===== src/rtl/picosoc_iomem_timer.sv =====
// rtl/picosoc_iomem_timer.sv - memory-mapped 32-bit timer/compare peripheral on the iomem bus
//
// Purpose: free-running 32-bit counter, advanced by a programmable prescaler,
// with a compare register that sets a sticky match flag. The match flag,
// qualified by CTRL.irq_en, drives the irq output.
//
// Ports:
//   clk          clock
//   resetn       synchronous, active-low reset
//   iomem_valid  bus request
//   iomem_ready  one-cycle access-complete pulse (registered)
//   iomem_wstrb  byte write strobes, 0 = read
//   iomem_addr   byte address
//   iomem_wdata  write data
//   iomem_rdata  read data, nonzero only while iomem_ready=1
//   irq          level interrupt = STATUS.match & CTRL.irq_en
//
// Register map (word offsets, addr[1:0] ignored):
//   0x00 CTRL      [0] en, [1] auto_reload, [2] irq_en
//   0x04 PRESCALE  [PRESCALE_W-1:0]
//   0x08 COUNT     32-bit
//   0x0C COMPARE   32-bit
//   0x10 STATUS    [0] match, write-1-to-clear
//   0x14-0x1C      read 0, writes ignored

module picosoc_iomem_timer #(
  parameter logic [31:0] BASE_ADDR  = 32'h0300_0000,
  parameter int          PRESCALE_W = 16
) (
  input  logic        clk,
  input  logic        resetn,
  input  logic        iomem_valid,
  output logic        iomem_ready,
  input  logic [3:0]  iomem_wstrb,
  input  logic [31:0] iomem_addr,
  input  logic [31:0] iomem_wdata,
  output logic [31:0] iomem_rdata,
  output logic        irq
);

  localparam logic [2:0] REG_CTRL     = 3'd0;
  localparam logic [2:0] REG_PRESCALE = 3'd1;
  localparam logic [2:0] REG_COUNT    = 3'd2;
  localparam logic [2:0] REG_COMPARE  = 3'd3;
  localparam logic [2:0] REG_STATUS   = 3'd4;

  logic [2:0]            ctrl_q;       // {irq_en, auto_reload, en}
  logic [PRESCALE_W-1:0] prescale_q;
  logic [PRESCALE_W-1:0] pre_cnt_q;
  logic [31:0]           count_q;
  logic [31:0]           compare_q;
  logic                  match_q;

  logic        sel;
  logic        access;
  logic        wr;
  logic [2:0]  reg_idx;
  logic [31:0] wmask;
  logic        wr_ctrl, wr_prescale, wr_count, wr_compare, wr_status;
  logic        tick;
  logic        hit;
  logic        status_clr;
  logic [31:0] read_mux;
  logic        unused_addr_bits;

  assign sel     = iomem_valid && (iomem_addr[31:5] == BASE_ADDR[31:5]);
  // The registered ready blocks a second access on the cycle after a pulse,
  // which is what makes the response exactly one cycle long.
  assign access  = sel && !iomem_ready;
  assign wr      = access && (iomem_wstrb != 4'b0000);
  assign reg_idx = iomem_addr[4:2];
  assign unused_addr_bits = &{1'b0, iomem_addr[1:0]};

  assign wmask = {{8{iomem_wstrb[3]}}, {8{iomem_wstrb[2]}},
                  {8{iomem_wstrb[1]}}, {8{iomem_wstrb[0]}}};

  assign wr_ctrl     = wr && (reg_idx == REG_CTRL);
  assign wr_prescale = wr && (reg_idx == REG_PRESCALE);
  assign wr_count    = wr && (reg_idx == REG_COUNT);
  assign wr_compare  = wr && (reg_idx == REG_COMPARE);
  assign wr_status   = wr && (reg_idx == REG_STATUS);

  assign tick       = ctrl_q[0] && (pre_cnt_q == prescale_q);
  // A bus write to COUNT swallows the tick on that edge, including its match.
  assign hit        = tick && !wr_count && (count_q == compare_q);
  assign status_clr = wr_status && iomem_wstrb[0] && iomem_wdata[0];

  assign irq = match_q && ctrl_q[2];

  always_comb begin
    read_mux = 32'h0;
    case (reg_idx)
      REG_CTRL:     read_mux = {29'h0, ctrl_q};
      REG_PRESCALE: read_mux = 32'(prescale_q);
      REG_COUNT:    read_mux = count_q;
      REG_COMPARE:  read_mux = compare_q;
      REG_STATUS:   read_mux = {31'h0, match_q};
      default:      read_mux = 32'h0;
    endcase
  end

  always_ff @(posedge clk) begin
    if (!resetn) begin
      iomem_ready <= 1'b0;
      iomem_rdata <= 32'h0;
      ctrl_q      <= 3'b000;
      prescale_q  <= '0;
      pre_cnt_q   <= '0;
      count_q     <= 32'h0;
      compare_q   <= 32'h0;
      match_q     <= 1'b0;
    end else begin
      iomem_ready <= access;
      iomem_rdata <= access ? read_mux : 32'h0;

      if (wr_ctrl && iomem_wstrb[0]) begin
        ctrl_q <= iomem_wdata[2:0];
      end

      if (wr_prescale) begin
        prescale_q <= (prescale_q & ~wmask[PRESCALE_W-1:0])
                    | (iomem_wdata[PRESCALE_W-1:0] & wmask[PRESCALE_W-1:0]);
      end

      // Disabled or freshly reprogrammed prescaler restarts from zero.
      if (!ctrl_q[0] || wr_prescale || tick) begin
        pre_cnt_q <= '0;
      end else begin
        pre_cnt_q <= pre_cnt_q + PRESCALE_W'(1);
      end

      if (wr_count) begin
        count_q <= (count_q & ~wmask) | (iomem_wdata & wmask);
      end else if (tick) begin
        if ((count_q == compare_q) && ctrl_q[1]) begin
          count_q <= 32'h0;
        end else begin
          count_q <= count_q + 32'd1;
        end
      end

      if (wr_compare) begin
        compare_q <= (compare_q & ~wmask) | (iomem_wdata & wmask);
      end

      // A new match beats a simultaneous write-1-to-clear.
      if (hit) begin
        match_q <= 1'b1;
      end else if (status_clr) begin
        match_q <= 1'b0;
      end
    end
  end

endmodule

===== config.mk =====
export PLATFORM = sky130hd
export DESIGN_NAME = picosoc_iomem_timer
export DESIGN_NICKNAME = d
export VERILOG_FILES = /design/src/rtl/picosoc_iomem_timer.sv
export SDC_FILE = /design/constraint.sdc
export NUM_CORES = 1
export LEC_CHECK = 0
export BUFFER_PORTS_ARGS = -buffer_cell sky130_fd_sc_hd__buf_2
export CAP_MARGIN = 20
export CORE_UTILIZATION = 55
export DETAILED_ROUTE_END_ITERATION = 8
export GPL_TIMING_DRIVEN = 0
export HOLD_SLACK_MARGIN = 0.12
export PLACE_DENSITY = 0.78
export SYNTH_ARGS = -nofsm -noshare
export SYNTH_HDL_FRONTEND = slang
export SYNTH_SLANG_ARGS = --single-unit

===== constraint.sdc =====
create_clock -name clk -period 4.3 [get_ports clk]
set_clock_uncertainty 0.15 [all_clocks]
set_input_delay 1.29 -clock clk [delete_from_list [all_inputs] [get_ports clk]]
set_output_delay 1.29 -clock clk [all_outputs]
set_load 0.03 [all_outputs]

==> metrics.yaml <==
power:
  vdd_ir_drop_max_mv: 0.256
  p_per_area_mw_per_mm2: 346
  finalPower_mw: 2.82
  power.leakage_nw: 2.98
synth:
  synthMuxAreaShare_pct: 8.08
  synth_seq_area_share_pct: 39.1
  syn_nets: 890
  async_flop_share_pct: 0
  yosys_warnings: 0
  synth-xor-area-share_pct: 9.77
  synthTopCellsByArea: "dfxtp_1 (39%), xnor2_1 (7.2%), nor2_1 (5.7%), mux2i_1 (5.4%), a22oi_1 (4.1%)"
  avgSynthCellArea_um2: 8.34
  yosysMostFrequentCell: "dfxtp_1"
  synth-compound-area-share_pct: 14.4
  synth_edf_count: 0
  synthCells: 817
  syn-cell-area_mm2: 0.00681
  synth_top_area_cell: "dfxtp_1"
  synth_top_area_share_pct: 39.1
  synth_simple_gate_area_share_pct: 24.5
  ys_types: 55
  synth_fa_ha_area_share_pct: 0.367
  synth_common_cells: "dfxtp_1 (133), nor2_1 (104), nand2_1 (72)"
  synth_ff_type: "dfxtp_1"
  synth_seq_cells: 133
  synth_top_family_by_area: "simple AND/OR/NAND/NOR gates"
setup_path:
  critPathLaunchType: "primary input"
  crit_required_ns: 4.44
  end_kind: "flip-flop"
  cp_top_family: "simple AND/OR/NAND/NOR gates"
  path_buf_inv: 2
  cp_data_arrival_time_ns: 4.22
  cp_max_fo: 10
  path_cells: "buf_2 > nor4b_1 > nand4_1 > nor4b_2 > a21o_1 > clkbuf_1 > nor2_1"
  crit_path_top_delay_cell: "nor4b_2"
  critPathKind: "primary input to flip-flop"
  critical_path.max_stage_delay_ns: 0.99
timing:
  rsz0062_at_grt: "no"
  tns_ns: 0
  report.final.slew_viol_count: 0
  setup_viol: 0
  timing.hold.ws_ns: 0.332
  min_period_over_period_pct: 94.8
  worst_pin_slew_ns: 1.17
  hold_viol_final: 0
  post-route-min-period_ns: 4.08
  timing.final.ws_setup_ns: 0.222
  maxSlewHeadroom_pct: 21.3
  max_freq_ghz: 0.245
clock_network:
  insertion_delay_ns: 0.43
  htreeDepth: 4
  root_buffer: "clkbuf_16"
  cts_max_path_buffers: 2
  cts_hold_buffers: 0
  worst_setup_hold_path_clk_slew_ns: 0.06
  cts_sinks: 133
  cts_tree: "built"
  numCtsBuffers: 17
  cts_setup_buffers: 0
outcome:
  outcome: "finished, final reports clean"
drt:
  dr.pass1.iters: 6
  vias: 6798
  routed_wl_um: 21100
  drtIter0Drc: 736
  ant_nets: 0
  wire_per_inst_um: 18.9
  drc: 0
  vias_per_cell: 6.08
finish:
  finish.utilization_pct: 67.5
  postLayoutCellArea_mm2: 0.00815
  nFillCells: 1033
  layout.nets: 1012
  finalNonFillerCells: 1118
  diodes: 0
  syn_to_final_growth_pct: 19.6
  drive_gt1_share_pct: 16.3
flow_run:
  cap_viol_max_count: 0
global_route:
  grt_max_degree: 17
  grt_overflow_total: 0
  grt_pass1_vias: 6355
  grt_antenna_before_repair: 0
  grt_util_all_layers_pct: 33.5
  grt_pass1_wl_um: 32800
floorplanning:
  coreArea_mm2: 0.0121
  dieArea_mm2: 0.0128
  die_h_um: 113
  die_w_um: 113
  start_util_pct: 56.5
  num_rows: 40
  boundaryPins: 105
placed_design:
  dp_hpwl_um: 15200
  gp_congestion: 0.963
  dp_cells: 1087
  dpl_cell_area_mm2: 0.00753
  port_buffers: 102
  pre_cts_slack_ns: -0.531
hold_path:
  hold_path.class: "flip-flop to flip-flop"
[final timing paths]
check	from	endpoint	slack (ns)	cells after the start
min	flip-flop	flip-flop	0.33	2
min reg2reg	flip-flop	flip-flop	0.33	2
max	iomem_addr[21]	pre_cnt_q[12]$_SDFF_PP0_	0.22	7
max reg2reg	flip-flop	flip-flop	0.77	8
[layout make-up]
cell class / instances / area [um2] / share of cell area, %
clock buffer: 18 / 439 / 5.39
clock inverter: 12 / 156 / 1.92
inverter: 9 / 33.8 / 0.415
buffer: 60 / 228 / 2.80
tap: 168 / 210 / 2.58
multi-input combinational: 615 / 3900 / 47.9
sequential: 133 / 2660 / 32.7
timing repair buffer: 103 / 515 / 6.33
[routing by layer]
| metal | vias up | GRT usage [%] | share of wire (%) | routed length (um) |
|---|---|---|---|---|
| met5 | - | 0 | 0 | 0 |
| met3 | 78 | 7.66 | 9.0 | 1900 |
| met4 | 0 | 18.0 | 4.3 | 907 |
| met2 | 366 | 55.3 | 47 | 9840 |
| met1 | 3154 | 40.7 | 40 | 8480 |
| li1 | 3200 | - | - | - |
[cell usage in the layout (no fill, tap or decap), types with 33 or more instances in the layout]
master / n
nand2_1: 72
clkbuf_1: 55
nand3_1: 39
buf_2: 103
dfxtp_1: 133
a22oi_1: 37
xnor2_1: 56
nor2_1: 104
mux2i_1: 37
a21oi_1: 33
[report_power, final]
part,total (mW),switching [mW],leakage (nW),internal [mW]
sequential,1.24,0.00168,1.07,1.23
clock,1.47,0.550,0.280,0.919
combinational,0.116,0.0765,1.63,0.0398
total,2.82,0.628,2.98,2.19
[worst min-delay path: stages (launching register included)]
cell     delay, ns
dfxtp_1       0.32
nand2_1       0.06
a21oi_1       0.05
[cells by family (layout without fill, tap and decap cells)]
family | after synthesis | count (layout)
multiplexers | 52 | 52
buffers and inverters | 69 | 202
AO/OA/AOI/OAI | 149 | 149
AND/OR/NAND/NOR | 336 | 336
flip-flops | 133 | 133
XOR/XNOR | 76 | 76
adder cells (fa/ha/maj) | 2 | 2
[repair_timing]
| action | in CTS | in global routing |
|---|---|---|
| pin swaps | 0 | 0 |
| resized for setup | 1 | 3 |
| endpoints found under the hold margin | 0 | 0 |
| setup endpoints to repair | 9 | 10 |
Note: power is estimated with default switching activity, not from simulation.
